<file path="src/rtl/blowfish_pkg.sv">
// Shared types and defaults for the key-expansion engine: FSM state encoding,
// default parameter values and the salt-word selector.
package blowfish_pkg;

  localparam int unsigned PEntriesDefault  = 18;
  localparam int unsigned SboxWordsDefault = 1024;
  localparam int unsigned AddrWDefault     = 12;
  localparam int unsigned PBaseDefault     = 1024;
  localparam int unsigned KeyMaxDefault    = 72;

  typedef enum logic [2:0] {
    StIdle,
    StPRead,
    StKeyFetch,
    StPWrite,
    StEncStart,
    StEncWait,
    StWriteback,
    StDone
  } state_e;

  // Word 0 is the most significant 32 bits of the salt.
  function automatic logic [31:0] salt_word(input logic [127:0] salt, input logic [1:0] idx);
    logic [31:0] w;
    unique case (idx)
      2'd0:    w = salt[127:96];
      2'd1:    w = salt[95:64];
      2'd2:    w = salt[63:32];
      default: w = salt[31:0];
    endcase
    return w;
  endfunction

endpackage

</file>
<file path="src/rtl/key_stream.sv">
// Cyclic key-byte stream: wrapping byte index into the key and big-endian
// assembly of eight bytes into a 64-bit word (two P entries).
module key_stream (
  input  logic        clk,
  input  logic        reset,
  input  logic        clear,
  input  logic        advance,
  input  logic [6:0]  key_len,
  input  logic [7:0]  key_byte,
  output logic [6:0]  key_addr,
  output logic [63:0] word
);

  logic [6:0]  idx_q, idx_d;
  logic [63:0] word_q, word_d;
  logic [7:0]  byte_eff;

  always_comb begin
    idx_d    = idx_q;
    word_d   = word_q;
    // An empty key contributes zeros and never moves the index.
    byte_eff = (key_len == 7'd0) ? 8'd0 : key_byte;
    if (clear) begin
      idx_d  = '0;
      word_d = '0;
    end else if (advance) begin
      word_d = {word_q[55:0], byte_eff};
      if ((key_len == 7'd0) || (idx_q == key_len - 7'd1)) begin
        idx_d = '0;
      end else begin
        idx_d = idx_q + 7'd1;
      end
    end
  end

  always_ff @(posedge clk or posedge reset) begin
    if (reset) begin
      idx_q  <= '0;
      word_q <= '0;
    end else begin
      idx_q  <= idx_d;
      word_q <= word_d;
    end
  end

  assign key_addr = idx_q;
  assign word     = word_q;

endmodule

</file>
<file path="src/rtl/expand_state_engine.sv">
// Key-expansion sequencer: XORs the key stream into the P-array, then drives an
// external encipher unit to refill P and the S-boxes. Optional EXPAND_CYCLE_CNT_EN
// adds a busy-cycle counter output.
module expand_state_engine import blowfish_pkg::*; #(
  parameter int unsigned P_ENTRIES  = PEntriesDefault,
  parameter int unsigned SBOX_WORDS = SboxWordsDefault,
  parameter int unsigned ADDR_W     = AddrWDefault,
  parameter int unsigned P_BASE     = PBaseDefault,
  parameter int unsigned KEY_MAX    = KeyMaxDefault
) (
  input  logic              clk,
  input  logic              reset,
  input  logic              start,
  input  logic              mode,
  input  logic [6:0]        key_len,
  input  logic [127:0]      salt,
  output logic [6:0]        key_addr,
  input  logic [7:0]        key_byte,
  output logic [ADDR_W-1:0] mem_addr_a,
  output logic [ADDR_W-1:0] mem_addr_b,
  output logic              mem_we,
  output logic [31:0]       mem_wdata_a,
  output logic [31:0]       mem_wdata_b,
  input  logic [31:0]       mem_rdata_a,
  input  logic [31:0]       mem_rdata_b,
  output logic              mem_grant,
  output logic              enc_start,
  output logic [31:0]       enc_l,
  output logic [31:0]       enc_r,
  input  logic              enc_done,
  input  logic [31:0]       enc_res_l,
  input  logic [31:0]       enc_res_r,
  output logic              busy,
  output logic              done
`ifdef EXPAND_CYCLE_CNT_EN
  ,
  output logic [31:0]       cycle_count
`endif
);

  localparam int unsigned NumPairs = P_ENTRIES / 2;
  localparam int unsigned NumEnc   = NumPairs + SBOX_WORDS / 2;
  localparam int unsigned EncW     = $clog2(NumEnc + 1);
  localparam logic [EncW-1:0] LastPair = EncW'(NumPairs - 1);
  localparam logic [EncW-1:0] LastEnc  = EncW'(NumEnc - 1);
  localparam logic [6:0]      KeyMaxW  = 7'(KEY_MAX);

  state_e            state_q, state_d;
  logic [EncW-1:0]   pair_q, pair_d;
  logic [EncW-1:0]   enc_q, enc_d;
  logic [2:0]        byte_q, byte_d;
  logic [31:0]       pa_q, pa_d, pb_q, pb_d;
  logic [31:0]       l_q, l_d, r_q, r_d;
  logic [127:0]      salt_q, salt_d;
  logic              mode_q, mode_d;
  logic [6:0]        klen_q, klen_d;

  logic              ks_clear, ks_adv;
  logic [63:0]       ks_word;
  logic [ADDR_W-1:0] p_pair_addr, wb_addr;

  key_stream u_key_stream (
    .clk      (clk),
    .reset    (reset),
    .clear    (ks_clear),
    .advance  (ks_adv),
    .key_len  (klen_q),
    .key_byte (key_byte),
    .key_addr (key_addr),
    .word     (ks_word)
  );

  always_comb begin
    state_d  = state_q;
    pair_d   = pair_q;
    enc_d    = enc_q;
    byte_d   = byte_q;
    pa_d     = pa_q;
    pb_d     = pb_q;
    l_d      = l_q;
    r_d      = r_q;
    salt_d   = salt_q;
    mode_d   = mode_q;
    klen_d   = klen_q;
    ks_clear = 1'b0;
    ks_adv   = 1'b0;
    unique case (state_q)
      StIdle: begin
        if (start) begin
          state_d  = StPRead;
          salt_d   = salt;
          mode_d   = mode;
          klen_d   = (key_len > KeyMaxW) ? KeyMaxW : key_len;
          pair_d   = '0;
          enc_d    = '0;
          l_d      = '0;
          r_d      = '0;
          ks_clear = 1'b1;
        end
      end
      StPRead: begin
        byte_d  = '0;
        state_d = StKeyFetch;
      end
      StKeyFetch: begin
        ks_adv = 1'b1;
        // Read data from StPRead arrives in the first fetch cycle.
        if (byte_q == 3'd0) begin
          pa_d = mem_rdata_a;
          pb_d = mem_rdata_b;
        end
        byte_d = byte_q + 3'd1;
        if (byte_q == 3'd7) state_d = StPWrite;
      end
      StPWrite: begin
        if (pair_q == LastPair) begin
          state_d = StEncStart;
        end else begin
          pair_d  = pair_q + EncW'(1);
          state_d = StPRead;
        end
      end
      StEncStart: state_d = StEncWait;
      StEncWait: begin
        if (enc_done) begin
          l_d     = enc_res_l;
          r_d     = enc_res_r;
          state_d = StWriteback;
        end
      end
      StWriteback: begin
        if (enc_q == LastEnc) begin
          state_d = StDone;
        end else begin
          enc_d   = enc_q + EncW'(1);
          state_d = StEncStart;
        end
      end
      StDone:  state_d = StIdle;
      default: state_d = StIdle;
    endcase
  end

  always_ff @(posedge clk or posedge reset) begin
    if (reset) begin
      state_q <= StIdle;
      pair_q  <= '0;
      enc_q   <= '0;
      byte_q  <= '0;
      pa_q    <= '0;
      pb_q    <= '0;
      l_q     <= '0;
      r_q     <= '0;
      salt_q  <= '0;
      mode_q  <= 1'b0;
      klen_q  <= '0;
    end else begin
      state_q <= state_d;
      pair_q  <= pair_d;
      enc_q   <= enc_d;
      byte_q  <= byte_d;
      pa_q    <= pa_d;
      pb_q    <= pb_d;
      l_q     <= l_d;
      r_q     <= r_d;
      salt_q  <= salt_d;
      mode_q  <= mode_d;
      klen_q  <= klen_d;
    end
  end

  assign p_pair_addr = ADDR_W'(P_BASE + 2 * 32'(pair_q));
  // The first NumPairs writebacks refill P, the rest fill the S-boxes from 0.
  assign wb_addr = (32'(enc_q) < NumPairs) ? ADDR_W'(P_BASE + 2 * 32'(enc_q))
                                           : ADDR_W'(2 * (32'(enc_q) - NumPairs));

  // Outputs decode registered state only.
  always_comb begin
    mem_addr_a  = '0;
    mem_addr_b  = '0;
    mem_wdata_a = '0;
    mem_wdata_b = '0;
    mem_we      = 1'b0;
    unique case (state_q)
      StPRead: begin
        mem_addr_a = p_pair_addr;
        mem_addr_b = p_pair_addr + ADDR_W'(1);
      end
      StPWrite: begin
        mem_addr_a  = p_pair_addr;
        mem_addr_b  = p_pair_addr + ADDR_W'(1);
        mem_wdata_a = pa_q ^ ks_word[63:32];
        mem_wdata_b = pb_q ^ ks_word[31:0];
        mem_we      = 1'b1;
      end
      StWriteback: begin
        mem_addr_a  = wb_addr;
        mem_addr_b  = wb_addr + ADDR_W'(1);
        mem_wdata_a = l_q;
        mem_wdata_b = r_q;
        mem_we      = 1'b1;
      end
      default: ;
    endcase
  end

  assign busy      = (state_q != StIdle);
  assign done      = (state_q == StDone);
  assign enc_start = (state_q == StEncStart);
  assign mem_grant = (state_q == StEncStart) || (state_q == StEncWait);
  assign enc_l     = mode_q ? l_q : (l_q ^ salt_word(salt_q, {enc_q[0], 1'b0}));
  assign enc_r     = mode_q ? r_q : (r_q ^ salt_word(salt_q, {enc_q[0], 1'b1}));

`ifdef EXPAND_CYCLE_CNT_EN
  logic [31:0] cyc_q, cyc_d;

  always_comb begin
    cyc_d = cyc_q;
    if (state_q == StIdle) begin
      if (start) cyc_d = '0;
    end else begin
      cyc_d = cyc_q + 32'd1;
    end
  end

  always_ff @(posedge clk or posedge reset) begin
    if (reset) cyc_q <= '0;
    else       cyc_q <= cyc_d;
  end

  assign cycle_count = cyc_q;
`endif

endmodule

</file>
<file path="config.mk">
export PLATFORM = sky130hd
export DESIGN_NAME = expand_state_engine
export DESIGN_NICKNAME = d
export VERILOG_FILES = /design/src/rtl/blowfish_pkg.sv /design/src/rtl/key_stream.sv /design/src/rtl/expand_state_engine.sv
export SDC_FILE = /design/constraint.sdc
export NUM_CORES = 1
export LEC_CHECK = 0
export CAP_MARGIN = 15
export CORE_ASPECT_RATIO = 0.7
export CORE_UTILIZATION = 50
export DETAILED_ROUTE_END_ITERATION = 16
export PLACE_DENSITY = 0.81
export SYNTH_ARGS = -nofsm -noshare
export SYNTH_HDL_FRONTEND = slang
export SYNTH_SLANG_ARGS = --single-unit
</file>
<file path="constraint.sdc">
create_clock -name clk -period 15.3 [get_ports clk]
set_input_delay 3.06 -clock clk [delete_from_list [all_inputs] [get_ports clk]]
set_output_delay 3.06 -clock clk [all_outputs]
set_load 0.03 [all_outputs]
</file>
Word-level counts from Yosys, hierarchy flattened
Index checks and enable logic that the tools add are counted.
Storage, ports and cells
  register bits after elaboration: 361
  bits of input ports: 276
  word-level logic and storage cells: 102
Operators by class
  $add $sub $neg: 10
  magnitude comparators: 2
  eq/ne operators: 16
  multiplexer cells: 37
  bitwise gates (word level): 5
  reduce and logical (&&, ||, !) cells: 19
Operators by type and width (number)
  $pmux 32 s2: 5
  $mux 32: 6
  $mux 64: 2
  $xor 32x32->32: 4
  $pmux 12 s2: 2
  $pmux 10 s2: 2
  $mux 10: 3
  $mux 7: 4
  $add 11x11->12 const A: 2
  $add 12x1->12 const B: 2
  $pmux 3 s8: 1
  $add 10x1->10 const B: 2
  $eq 3x3->1 const B: 5
  $mux 12: 1
  $mux 3: 4
  $reduce_and 3->1: 4
  $sub 10x4->11 const B: 1
  $eq 10x10->1 const B: 1
  $eq 10x4->1 const B: 1
  $lt 10x4->1 const B: 1
  $ne 2x2->1 const B: 5
  $reduce_bool 2->1: 5
  $mux 8: 1
  $add 7x1->7 const B: 1
  other kinds (16): 24

Logic depth before layout (Yosys ltp)
  word-level depth: 6
  mapped depth: 9
  mapped depth without buffers: 8

Cells and area by module
Synthesis repeated with hierarchy kept, for this count alone.
Unflattened totals
  cells, all modules: 1764
  area total of the unflattened synthesis: 17461.7 µm²
Modules (own cells, without submodules)
  expand_state_engine: times used 1, cells each 1498, area an instance 14336.2 µm², seq. area each 7257.0 µm²
  key_stream: times used 1, cells each 266, area an instance 3125.5 µm², seq. area each 1776.7 µm²

Least setup slack after synthesis
OpenSTA, ideal clock, no wires.
  path kind: reg2out
  from: register enc_q[4]
  to: output mem_addr_b[5]
  data arrival time: 2.737 ns
  setup slack: 9.503 ns
  stages on the path, launching flop included: 10
  buffers on the path: 3
  cell sequence: dfrtp_1 > buf_6 > or3_1 > nor4_1 > and2_1 > clkbuf_1 > a21oi_1 > xnor2_1 > o21ai_0 > buf_4
On the way
  longest elaborated chain between the ends: 4
  elaborated cells between the ends (all ways): 6
  those cells by class: 3 x add/sub; 1 x order compare; 2 x mux
RTL lines
  from (decl): line expand_state_engine.sv:50  | logic [EncW-1:0] enc_q, enc_d;
  from (signal assigned): line expand_state_engine.sv:160  | enc_q <= enc_d;
  $add 11x11->12 (tied with other cells): line expand_state_engine.sv:174  | assign wb_addr = (32'(enc_q) < NumPairs) ? ADDR_W'(P_BASE + 2 * 32'(enc_q))
  $mux 12 (*): line expand_state_engine.sv:174
  $add 12x1->12 (*): line expand_state_engine.sv:198  | mem_addr_b = wb_addr + ADDR_W'(1);
  $pmux 12 s2 (*): line expand_state_engine.sv:184  | unique case (state_q)
  to (decl): line expand_state_engine.sv:20  | output logic [ADDR_W-1:0] mem_addr_b,
Every way passes the cells marked *; elsewhere a longest branch is shown, timed or not.

Final worst setup path
  from: register state_q[2]
  to: output mem_wdata_b[22]
On the way
  longest elaborated chain between the ends: 2
  elaborated cells between the ends (all ways): 3
  those cells by class: 2 x eq/ne; 1 x mux
RTL lines
  from (decl): line expand_state_engine.sv:48  | state_e state_q, state_d;
  from (signal assigned): line expand_state_engine.sv:146  | state_q <= StIdle;
  from (signal assigned): line expand_state_engine.sv:158  | state_q <= state_d;
  $eq 3x3->1 or $eq 3x2->1 (tied branches): line expand_state_engine.sv:184
  $pmux 32 s2 (*): line expand_state_engine.sv:184
  to (decl): line expand_state_engine.sv:23  | output logic [31:0] mem_wdata_b,
Marked as above.

==> metrics.yaml <==
avgSynthCellArea_sq_um: 9.32
cts_buffer_depth: 3
core_sq_um: 33800
postRouteAntennaNets: 0
synthArstFlopShare_pct: 100
ff2ff_path_depth: 5
placed_area_sq_um: 21900
rr_endpoint: "salt_q[124]"
min_path_cells: 2
maxCapViolations: 0
p_per_area_nw_per_um2: 88.2
p_leak_uw: 0.0117
track_usage_pct: 33.0
dp_hpwl_mm: 42.3
grt_pass1_wl_mm: 88.3
die_area_sq_um: 35500
first_global_vias: 14800
irDropWorstVdd_v: 0.0000835
post_cts_resized: 0
start_util_pct: 51.3
clock-root-buffer: "clkbuf_16"
grt_setup_unrepaired: "false"
cts_hold_buf: 0
tightest_slew_ns: 1.10
cp.required_ns: 12.24
wire_per_inst_um: 21.7
dp_slack_ns: 9.37
setup_slack_ns: 8.78
layout.nets: 2511
crit_arrival_ns: 3.46
finalCriticalPeriod_ns: 6.52
synth_top_cell_area_share_pct: 52.0
drc: 0
max_freq_mhz: 153
synth_cell_types: 50
syn_to_final_growth_pct: 33.3
vias: 15000
finalHoldViolCount: 0
detail_route.vias_per_cell: 5.52
p_total_uw: 2040
numClockSinks: 361
path_max_fanout: 68
min_delay_worst_endpoint: "salt_q[99]"
drtIter0Drc: 1524
status: "completed"
synth-edff-count: 0
yosys-top-cells-area: "dfrtp_1 52%, nand2_1 14%, mux2_2 4.2%"
period_share_pct: 42.6
firstDrtPassIters: 6
relSlewSlack_pct: 26.7
ctsHtreeMaxLevel: 2
io_buffers: 438
path_class: "register to output port"
numCtsBuffers: 37
r2r-start: "state_q[0]"
grt-ovfl-total: 0
fin_tns_setup_ns: 0
final_core_util_pct: 68.4
routabilityCongestion: 1.07
synth_top_area_cell: "dfrtp_1"
ys_warn_count: 0
end_kind: "output port"
clock_skew_ns: 0.0239
cp-start-kind: "register"
synth_nets: 2149
io_pins: 440
worstSkewPairLatency_ns: 0.54
r2r_setup_slack_ns: 12.18
min_from: "salt_q[99]"
min_path_type: "register to register"
clk_pin_slew_ns: 0.07
grt_max_degree: 145
maxSlewViolCount: 0
antenna_found_initial: 7
ys_ff_latch: 361
wl_mm: 59.1
postCtsSetupBuffers: 0
num_rows: 56
fp.dieH_um: 158
syn_area_sq_um: 17400
final_cell_area_sq_um: 23100
fp.dieW_um: 225
setup_viol: 0
netlist_instances: 1863
cts_tree: "built"
drive_above_1_share_pct: 7.16
synthFlopType: "dfrtp_1"
ys_seq_area_share_pct: 52.0
## through the flow
| stage | hold slack, ns | std cells |
|---|---|---|
| 2_1_floorplan | 0.445 | 1863 |
| 3_3_place_gp | 0.456 | 2650 |
| 3_5_place_dp | 0.462 | 2650 |
| 4_1_cts | 0.477 | 2714 |
| 5_1_grt | 0.501 | 2719 |
| 6_report | 0.474 | 2721 |
## registers in the layout (all words and copies together), names as in the netlist
signal,count
byte_q,3
enc_q,10
klen_q,7
l_q,32
mode_q,1
pa_q,32
pair_q,10
pb_q,32
r_q,32
salt_q,128
state_q,3
u_key_stream.key_addr,7
u_key_stream.word,64
## routing by layer
layer / GRT usage [%] / vias up / part of all wire [%] / wire length [um]
met5: 0 / - / 0.022 / 13
met4: 11.3 / 2 / 3.3 / 1970
met3: 8.95 / 109 / 9.3 / 5500
met2: 47.8 / 715 / 43 / 25600
met1: 47.6 / 7400 / 44 / 26000
li1: - / 6806 / - / -
## area by class of cell
class                      instances  area, sq um
sequential                       361         9040
timing repair buffer             453         4500
fill                            2623        10700
multi-input combinational       1357         7730
clock buffer                      47         1010
antenna                            7         17.5
tap                              464          581
inverter                          15         63.8
clock inverter                    17          199
## critical path, stage by stage, from the launching register on
cell and delay (ns):
dfrtp_1 0.67, nand2_1 0.24, nor2_4 0.12, buf_4 0.63, nand2_1 0.28, o21ai_0 0.21, clkdlybuf4s50_1 0.74
## where the power goes
| part | switching, uW | internal (uW) | total (uW) | leakage (uW) |
|---|---|---|---|---|
| Clock | 383 | 538 | 921 | 0.000604 |
| Sequential | 17.2 | 972 | 989 | 0.00471 |
| Combinational | 45.8 | 85.3 | 131 | 0.00637 |
## placed cells by master, fill, tap and decap left out, drive strengths merged, types with 10 or more instances in the layout
cell / synthesis / layout
nand2: 630 / 630
clkdlybuf4s50: 0 / 438
dfrtp: 361 / 361
nor2: 93 / 93
o21ai: 92 / 92
xor2: 78 / 78
xnor2: 76 / 76
nand3: 75 / 75
mux2i: 68 / 68
a22o: 67 / 67
mux2: 65 / 65
clkbuf: 84 / 47
a21oi: 22 / 22
buf: 46 / 15
inv: 15 / 15
clkinv: 0 / 12
ha: 10 / 10
and3: 10 / 10
## synthesized netlist by cell type (5+ instances only)
master    number
or3_1          7
mux2_2        65
nor2_1        93
buf_4         14
a21oi_1       21
o21ai_0       91
nand3_1       75
dfrtp_1      361
xor2_1        78
nand2b_1       7
xnor2_1       76
buf_1         10
nor2b_1        7
inv_1         15
buf_2         20
mux2i_1       68
nor3_1         7
a22o_1        67
ha_1          10
and3_1        10
nand2_1      630
and2_1         5
clkbuf_1      84
## how the worst max path moves through the flow
stage                     cells past startpoint               to       start  slack (ns)
final                                         6  mem_wdata_b[22]  state_q[2]        8.78
after detailed placement                      6  mem_wdata_b[22]  state_q[2]        9.37
after global routing                          6  mem_wdata_b[22]  state_q[2]        8.57
after floorplan                               1        byte_q[0]       reset        2.22
after global placement                        6  mem_wdata_b[22]  state_q[2]        9.44
after CTS                                     6  mem_wdata_b[22]  state_q[2]        8.79
## cell families (layout without fill, tap and decap cells)
kind of cell / count (synthesis) / in the layout / share of synthesized area (%)
other cells: 1 / 8 / 0.0216
flops: 361 / 361 / 52.0
mux: 133 / 133 / 8.14
xor+xnor: 154 / 154 / 7.77
fa+ha+maj: 10 / 10 / 0.721
simple gates: 863 / 863 / 20.2
buf+inv: 145 / 532 / 3.67
compound gates: 196 / 196 / 7.42
Power figures use the tool's default switching activity.
